--- src/rtl/rns_rev_conv_mrc_32_17_13_11.sv ---
// rns_rev_conv_mrc_32_17_13_11: sequential MRC reverse converter for the {32,17,13,11} RNS, one digit per clock.
module rns_rev_conv_mrc_32_17_13_11 #(
  parameter int OUT_W       = 17,
  parameter bit CHECK_RANGE = 1'b1
) (
  input  logic             clk,
  input  logic             rst,
  input  logic             in_valid,
  output logic             in_ready,
  input  logic [4:0]       r32,
  input  logic [4:0]       r17,
  input  logic [3:0]       r13,
  input  logic [3:0]       r11,
  output logic             out_valid,
  input  logic             out_ready,
  output logic [OUT_W-1:0] out_x,
  output logic             out_err
);
  localparam logic [2:0] IDLE = 3'd0;
  localparam logic [2:0] A2   = 3'd1;
  localparam logic [2:0] A3   = 3'd2;
  localparam logic [2:0] A4   = 3'd3;
  localparam logic [2:0] SUM  = 3'd4;
  localparam logic [2:0] OUT  = 3'd5;

  logic [2:0]       state;
  logic [4:0]       a1, a2, r17_q;
  logic [3:0]       a3, a4, r13_q, r11_q;
  logic             err_q, in_err;
  logic [4:0]       a2_n;
  logic [3:0]       a3_n, a4_n;
  logic [OUT_W-1:0] x_n;

  // Operands are reduced first so non-canonical residues never wrap the borrow add.
  function automatic logic [7:0] sub_m(input logic [7:0] a, input logic [7:0] b, input logic [7:0] m);
    logic [7:0] ar, br;
    ar = a % m;
    br = b % m;
    return (ar >= br) ? ar - br : ar + m - br;
  endfunction

  function automatic logic [7:0] mul_m(input logic [7:0] a, input logic [7:0] k, input logic [7:0] m);
    return (a * k) % m;
  endfunction

  assign in_err = CHECK_RANGE && (r17 > 5'd16 || r13 > 4'd12 || r11 > 4'd10);
  assign a2_n = 5'(mul_m(sub_m(8'(r17_q), 8'(a1), 8'd17), 8'd8, 8'd17));
  assign a3_n = 4'(mul_m(sub_m(mul_m(sub_m(8'(r13_q), 8'(a1), 8'd13), 8'd11, 8'd13),
                               8'(a2), 8'd13), 8'd10, 8'd13));
  assign a4_n = 4'(mul_m(sub_m(mul_m(sub_m(mul_m(sub_m(8'(r11_q), 8'(a1), 8'd11), 8'd10, 8'd11),
                                           8'(a2), 8'd11), 8'd2, 8'd11),
                               8'(a3), 8'd11), 8'd6, 8'd11));
  assign x_n = err_q ? '0 : OUT_W'(a1) + OUT_W'(a2) * OUT_W'(32) + OUT_W'(a3) * OUT_W'(544)
                          + OUT_W'(a4) * OUT_W'(7072);
  assign in_ready  = state == IDLE;
  assign out_valid = state == OUT;

  always_ff @(posedge clk or posedge rst) begin
    if (rst) begin
      state   <= IDLE;
      a1      <= '0;
      a2      <= '0;
      a3      <= '0;
      a4      <= '0;
      r17_q   <= '0;
      r13_q   <= '0;
      r11_q   <= '0;
      err_q   <= 1'b0;
      out_x   <= '0;
      out_err <= 1'b0;
    end else begin
      state <= (state == IDLE) ? (in_valid ? A2 : IDLE)
             : (state == OUT)  ? (out_ready ? IDLE : OUT)
             : state + 3'd1;
      if (state == IDLE && in_valid) begin
        a1    <= r32;
        r17_q <= r17;
        r13_q <= r13;
        r11_q <= r11;
        err_q <= in_err;
      end
      if (state == A2) a2 <= a2_n;
      if (state == A3) a3 <= a3_n;
      if (state == A4) a4 <= a4_n;
      if (state == SUM) begin
        out_x   <= x_n;
        out_err <= err_q;
      end
    end
  end
endmodule

--- config.mk ---
export PLATFORM = sky130hd
export DESIGN_NAME = rns_rev_conv_mrc_32_17_13_11
export DESIGN_NICKNAME = d
export VERILOG_FILES = /design/src/rtl/rns_rev_conv_mrc_32_17_13_11.sv
export SDC_FILE = /design/constraint.sdc
export NUM_CORES = 1
export LEC_CHECK = 0
export ABC_AREA = 0
export CORE_MARGIN = 5
export CORE_UTILIZATION = 35
export CTS_CLUSTER_SIZE = 14
export DETAILED_ROUTE_END_ITERATION = 10
export PLACE_DENSITY = 0.52
export RECOVER_POWER = 50
export REMOVE_ABC_BUFFERS = 1
export SYNTH_ARGS = -nofsm -noshare
export SYNTH_HDL_FRONTEND = slang
export SYNTH_SLANG_ARGS = --single-unit
--- constraint.sdc ---
create_clock -name clk -period 43.4 [get_ports clk]
set_clock_uncertainty 0.2 [all_clocks]
set_input_delay 10.85 -clock clk [delete_from_list [all_inputs] [get_ports clk]]
set_output_delay 10.85 -clock clk [all_outputs]
set_load 0.01 [all_outputs]
Word-level counts from Yosys, hierarchy flattened:

Index checks and enable logic that the tools add are counted.

* register bits: 53

* add/sub/neg operators: 22
* multiply operators: 6
* div/mod/pow operators: 18
* order comparisons: 9
* equal/unequal tests: 5
* muxes and demuxes: 11
* reductions and logical operators: 4

Operator list (number)
* $mod A8 B4 Y8 const B: 8
* $sub A8 B8 Y8: 8
* $ge A8 B8 Y1: 6
* $add A8 B4 Y8 const B: 4
* $mod A5 B4 Y8 const B: 4
* $mux W8: 4
* $mod A4 B4 Y8 const B: 3
* $add A15 B17 Y17: 1
* $mux W17: 1
* $mod A5 B5 Y8 const B: 2
* $mul A8 B3 Y7 const B: 2
* $add A11 B14 Y15: 1
* $sub A7 B7 Y7: 2
* $mul A4 B8 Y12 const B: 1
* $add A5 B10 Y11: 1
* $sub A5 B5 Y5: 2
* $mul A4 B5 Y9 const B: 1
* $mux W3: 3
* $gt A4 B4 Y1 const B: 2
* $mod A8 B5 Y8 const B: 1
* $mul A8 B2 Y7 const B: 1
* $mul A8 B4 Y8 const B: 1
* $add A7 B4 Y7 const B: 1
* $mux W7: 1
* 11 further kinds: 14

Logic depth before layout (Yosys ltp):

* word-level depth: 17
* gate-level depth with buffers: 161
* gate-level depth less buffers: 153

Worst setup path before layout:

Ideal clock, no wire load.

* kind: reg-to-reg
* from: reg a1[0]
* to: reg a4[3]
* setup time: 0.125 ns
* arrival: 30.718 ns
* data required time: 43.075 ns
* setup slack: 12.357 ns
* cell stages (with the launch flop): 153
* cell sequence: dfrtp_1 > inv_1 > ha_1 > and2_1 > o21ai_0 > xnor2_1 > ha_1 > o21ai_0 > nand2_1 > xnor2_1 > ha_1 > inv_1 > fa_1 > a21o_1 > a211oi_1 > o21a_1 > o21a_1 > clkbuf_1 > (+117 left out) > xnor2_1 > xnor2_1 > clkbuf_1 > o22ai_1 > a22oi_1 > o21ai_0 > o21ai_0 > o21ai_0 > ha_1 > o21ai_0 > nand2_1 > a21oi_1 > nor2_1 > xor2_1 > ha_1 > a21oi_1 > mux2_2 > mux2_2

* longest elaborated chain between the ends: 16

RTL lines
* from (decl): line 27 `logic [4:0] a1, a2, r17_q;`
* from (signal assigned): line 76 `a1 <= r32;`
* $mod A5 B4 Y8 (*): line 38 `br = b % m;`
* $sub A8 B8 Y8 / $ge A8 B8 Y1 (equally long branches): line 39 `return (ar >= br) ? ar - br : ar + m - br;`
* $mux W8 (*): line 39
* $mul A8 B3 Y7 (*): line 43 `return (a * k) % m;`
* $mod A8 B4 Y8 (*): line 43
* $mod A8 B4 Y8 (*): line 37 `ar = a % m;`
* $add A7 B4 Y7: line 39
* $sub A7 B7 Y7: line 39
* $mux W7 (*): line 39
* $mod A8 B4 Y8 (*): line 43
* $mod A8 B4 Y8 (*): line 37
* $add A8 B4 Y8: line 39
* $sub A8 B8 Y8: line 39
* $mux W8 (*): line 39
* $mul A8 B2 Y7 (*): line 43
* $mod A8 B4 Y8 (*): line 43
* to (signal assigned): line 84 `if (state == A4) a4 <= a4_n;`
* to (decl): line 28 `logic [3:0] a3, a4, r13_q, r11_q;`

Every way passes the cells marked *; elsewhere a longest branch is shown, timed or not.
A chain may end at the register's enable or synchronous reset.

Worst setup path in the final report:

Same ends and word-level chain as after synthesis.

==> results.txt <==
DR WL/cell: 15.6 um
Routed Antenna Nets: 0
DRT Pass-1 Iters: 6
Data required, critical path: 43410 ps
pin count of the biggest net entering global routing: 54
Horiz. Die Dim: 236 um
fillcell total: 5304
RSZ-0062 raised after global routing: false
GRT Overall Usage: 16.4%
first-pass GRT wire length: 80000 um
share of cells above drive strength 1: 6.02%
met3 Use GR: 1.22%
cell mode on critical path: ha_1
Slew Limit Fails: 83
crit path kind: reg2reg
Starting DRT DRC Count: 1364
Sink Count: 53
Synth Area per Inst: 7.40 um2
num ports: 42
gr busiest metal: met2
Reg clk slew, reported paths: 80 ps
Critical Path Start Type: register
Mapped Cells: 2405
Final Setup Violations: 0
status: finished with violations
vias in the first global route: 16074
HPWL after detailed placement: 38800 um
initial core utilization: 35.4%
post-CTS setup buffers: 0
CTS tree: yes
clk buf depth: 2
slowest CP cell: a211oi_1
met2 usage: 27.1%
Setup TNS: 0 ps
Final Cycle Share: 82.4%
synth unique cells: 125
nets: 2678
initial antenna violation count: 0
Vias/cell: 5.68
DRT Wirelength: 47700 um
Hold Vio Cnt, Final: 0
number of synthesized flops with an enable pin: 0
crit-path max cell delay: 810 ps
n_diodes: 0
Area growth, synth to finish: 6.61%
routing usage on met1: 23.9%
largest fanout on the critical path: 19
worst slew pin tran: 3280 ps
Hold WC Path Type: reg2reg
die area: 0.0555 mm2
total number of yosys warnings: 0
Via Count: 17383
post-CTS sizing: 0
sequential element share of the synthesized area: 7.45%
Async SR Flop Fraction: 100%
num rows: 82
CP Capture Type: register
Primary FF master, synth: dfrtp_1
Worst slew margin: -119%
DIE HEIGHT: 236 um
GP Congestion: 0.879
maxcap violations: 2
port buffer count: 41
Max Clk Rate: 27.9 MHz
WP data arrival: 35790 ps
grt total ovfl: 0
Root Buffer: clkbuf_16
H-tree lvl count: 2
failing checks: capacitance limit, slew limit
area of the core: 0.0503 mm2
Num CTS Buffers: 5
clk_lat worst skew: 320 ps
post-synthesis cell area: 0.0178 mm2
fin crit period: 35780 ps
CTS hold repair buffers: 0
# DRC: 0
flip-flop and latch count after synthesis: 53
==> critical path: cells and delay by family, from the launching register on <==
| kind | cells | cell delay (ps) |
|---|---|---|
| xor gates and xnor gates | 13 | 2550 |
| and+or+nand+nor | 33 | 6620 |
| buffers and inverters | 12 | 1870 |
| adders and majority gates | 25 | 6860 |
| DFF | 1 | 540 |
| AOI/OAI and AO/OA | 57 | 14270 |
| muxes | 8 | 2710 |
==> logic make-up after synthesis <==
logic type | count (synthesis) | share of synthesized area (%)
flops | 53 | 7.45
buf+inv | 302 | 6.54
xor+xnor | 185 | 9.19
compound gates | 759 | 30.0
simple gates | 747 | 20.9
fa+ha+maj | 267 | 20.5
other cells | 2 | 0.0422
mux | 90 | 5.41
==> cells in the mapped netlist, drive strengths merged, types with 16 or more instances <==
cell      n  area, um2
o21a     22        166
and3     28        175
nand2   190        726
nand2b   26        163
nor3     65        345
a21o     48        360
ha      225       2820
mux2i    46        464
xor2     50        445
and2     34        214
nor2b    25        156
or2      18        113
o211ai   52        419
nor2    186        698
o21ai   163        831
a211oi   26        215
inv     221        830
dfrtp    53       1330
nand4    17        106
o21bai   24        180
nor4     19        131
nand3    63        315
xnor2   135       1190
o31ai    23        191
mux2     44        499
or3      26        163
a21boi   16        120
a31oi    33        236
fa       41        821
clkbuf   63        236
a21oi   162        833
==> final timing paths <==
| kind | start | endpoint | slack, ps | depth (start not counted) |
|---|---|---|---|---|
| max | a1[0] | a4[3] | 7620 | 148 |
| min | out_x[4] | out_x[4] | 290 | 2 |
| max reg2reg | a1[0] | a4[3] | 7620 | 148 |
| min reg2reg | out_x[4] | out_x[4] | 290 | 2 |
| max in group asynchronous | rst | out_x[11] | 29110 | 3 |
| min in group asynchronous | rst | r11_q[3] | 12040 | 3 |
==> stage by stage <==
stage	cells	util (%)	instance area (um2)	hold WS [ps]	setup WS, ps
2_1_floorplan	2329	-	17500	310	12090
3_3_place_gp	3055	37.5	18800	280	9490
3_5_place_dp	3055	37.5	18800	273	8230
4_1_cts	3063	37.8	19000	302	8060
5_1_grt	3063	37.8	19000	314	4460
6_report	3063	37.8	19000	293	7620
==> sequential cells by signal, summed over array words and instances (netlist names), 4 cells and up <==
signal  count
r11_q       4
a2          5
a1          5
r17_q       5
a4          4
r13_q       4
out_x      17
a3          4
==> cell usage in the layout (no fill, tap or decap), types with 39 or more instances in the layout <==
cell and count:
ha_1 225, inv_1 219, nand2_1 187, nor2_1 186, a21oi_1 158, o21ai_0 146
xnor2_1 134, nand3_1 63, nor3_1 61, dfrtp_1 53, xor2_1 49, a21o_1 48
o211ai_1 48, mux2i_1 45, fa_1 41, mux2_2 40, clkdlybuf4s50_1 39
==> cell type report <==
type	instances	area, um2	area share [%]
clock inverter	3	25.0	0.132
multi-input combinational	2052	15300	80.7
timing repair buffer	54	500	2.64
clock buffer	5	125	0.659
sequential	53	1330	6.99
inverter	224	841	4.43
tap	672	841	4.43
==> routing by layer <==
layer	routed length, um	vias to the layer above
met1	23800	8209
li1	-	8729
met4	566	0
met2	21600	402
met3	1720	43
met5	0	-
Power is not shown: default switching activity piles up to over one toggle a cycle in this logic, so the estimate is an artifact.
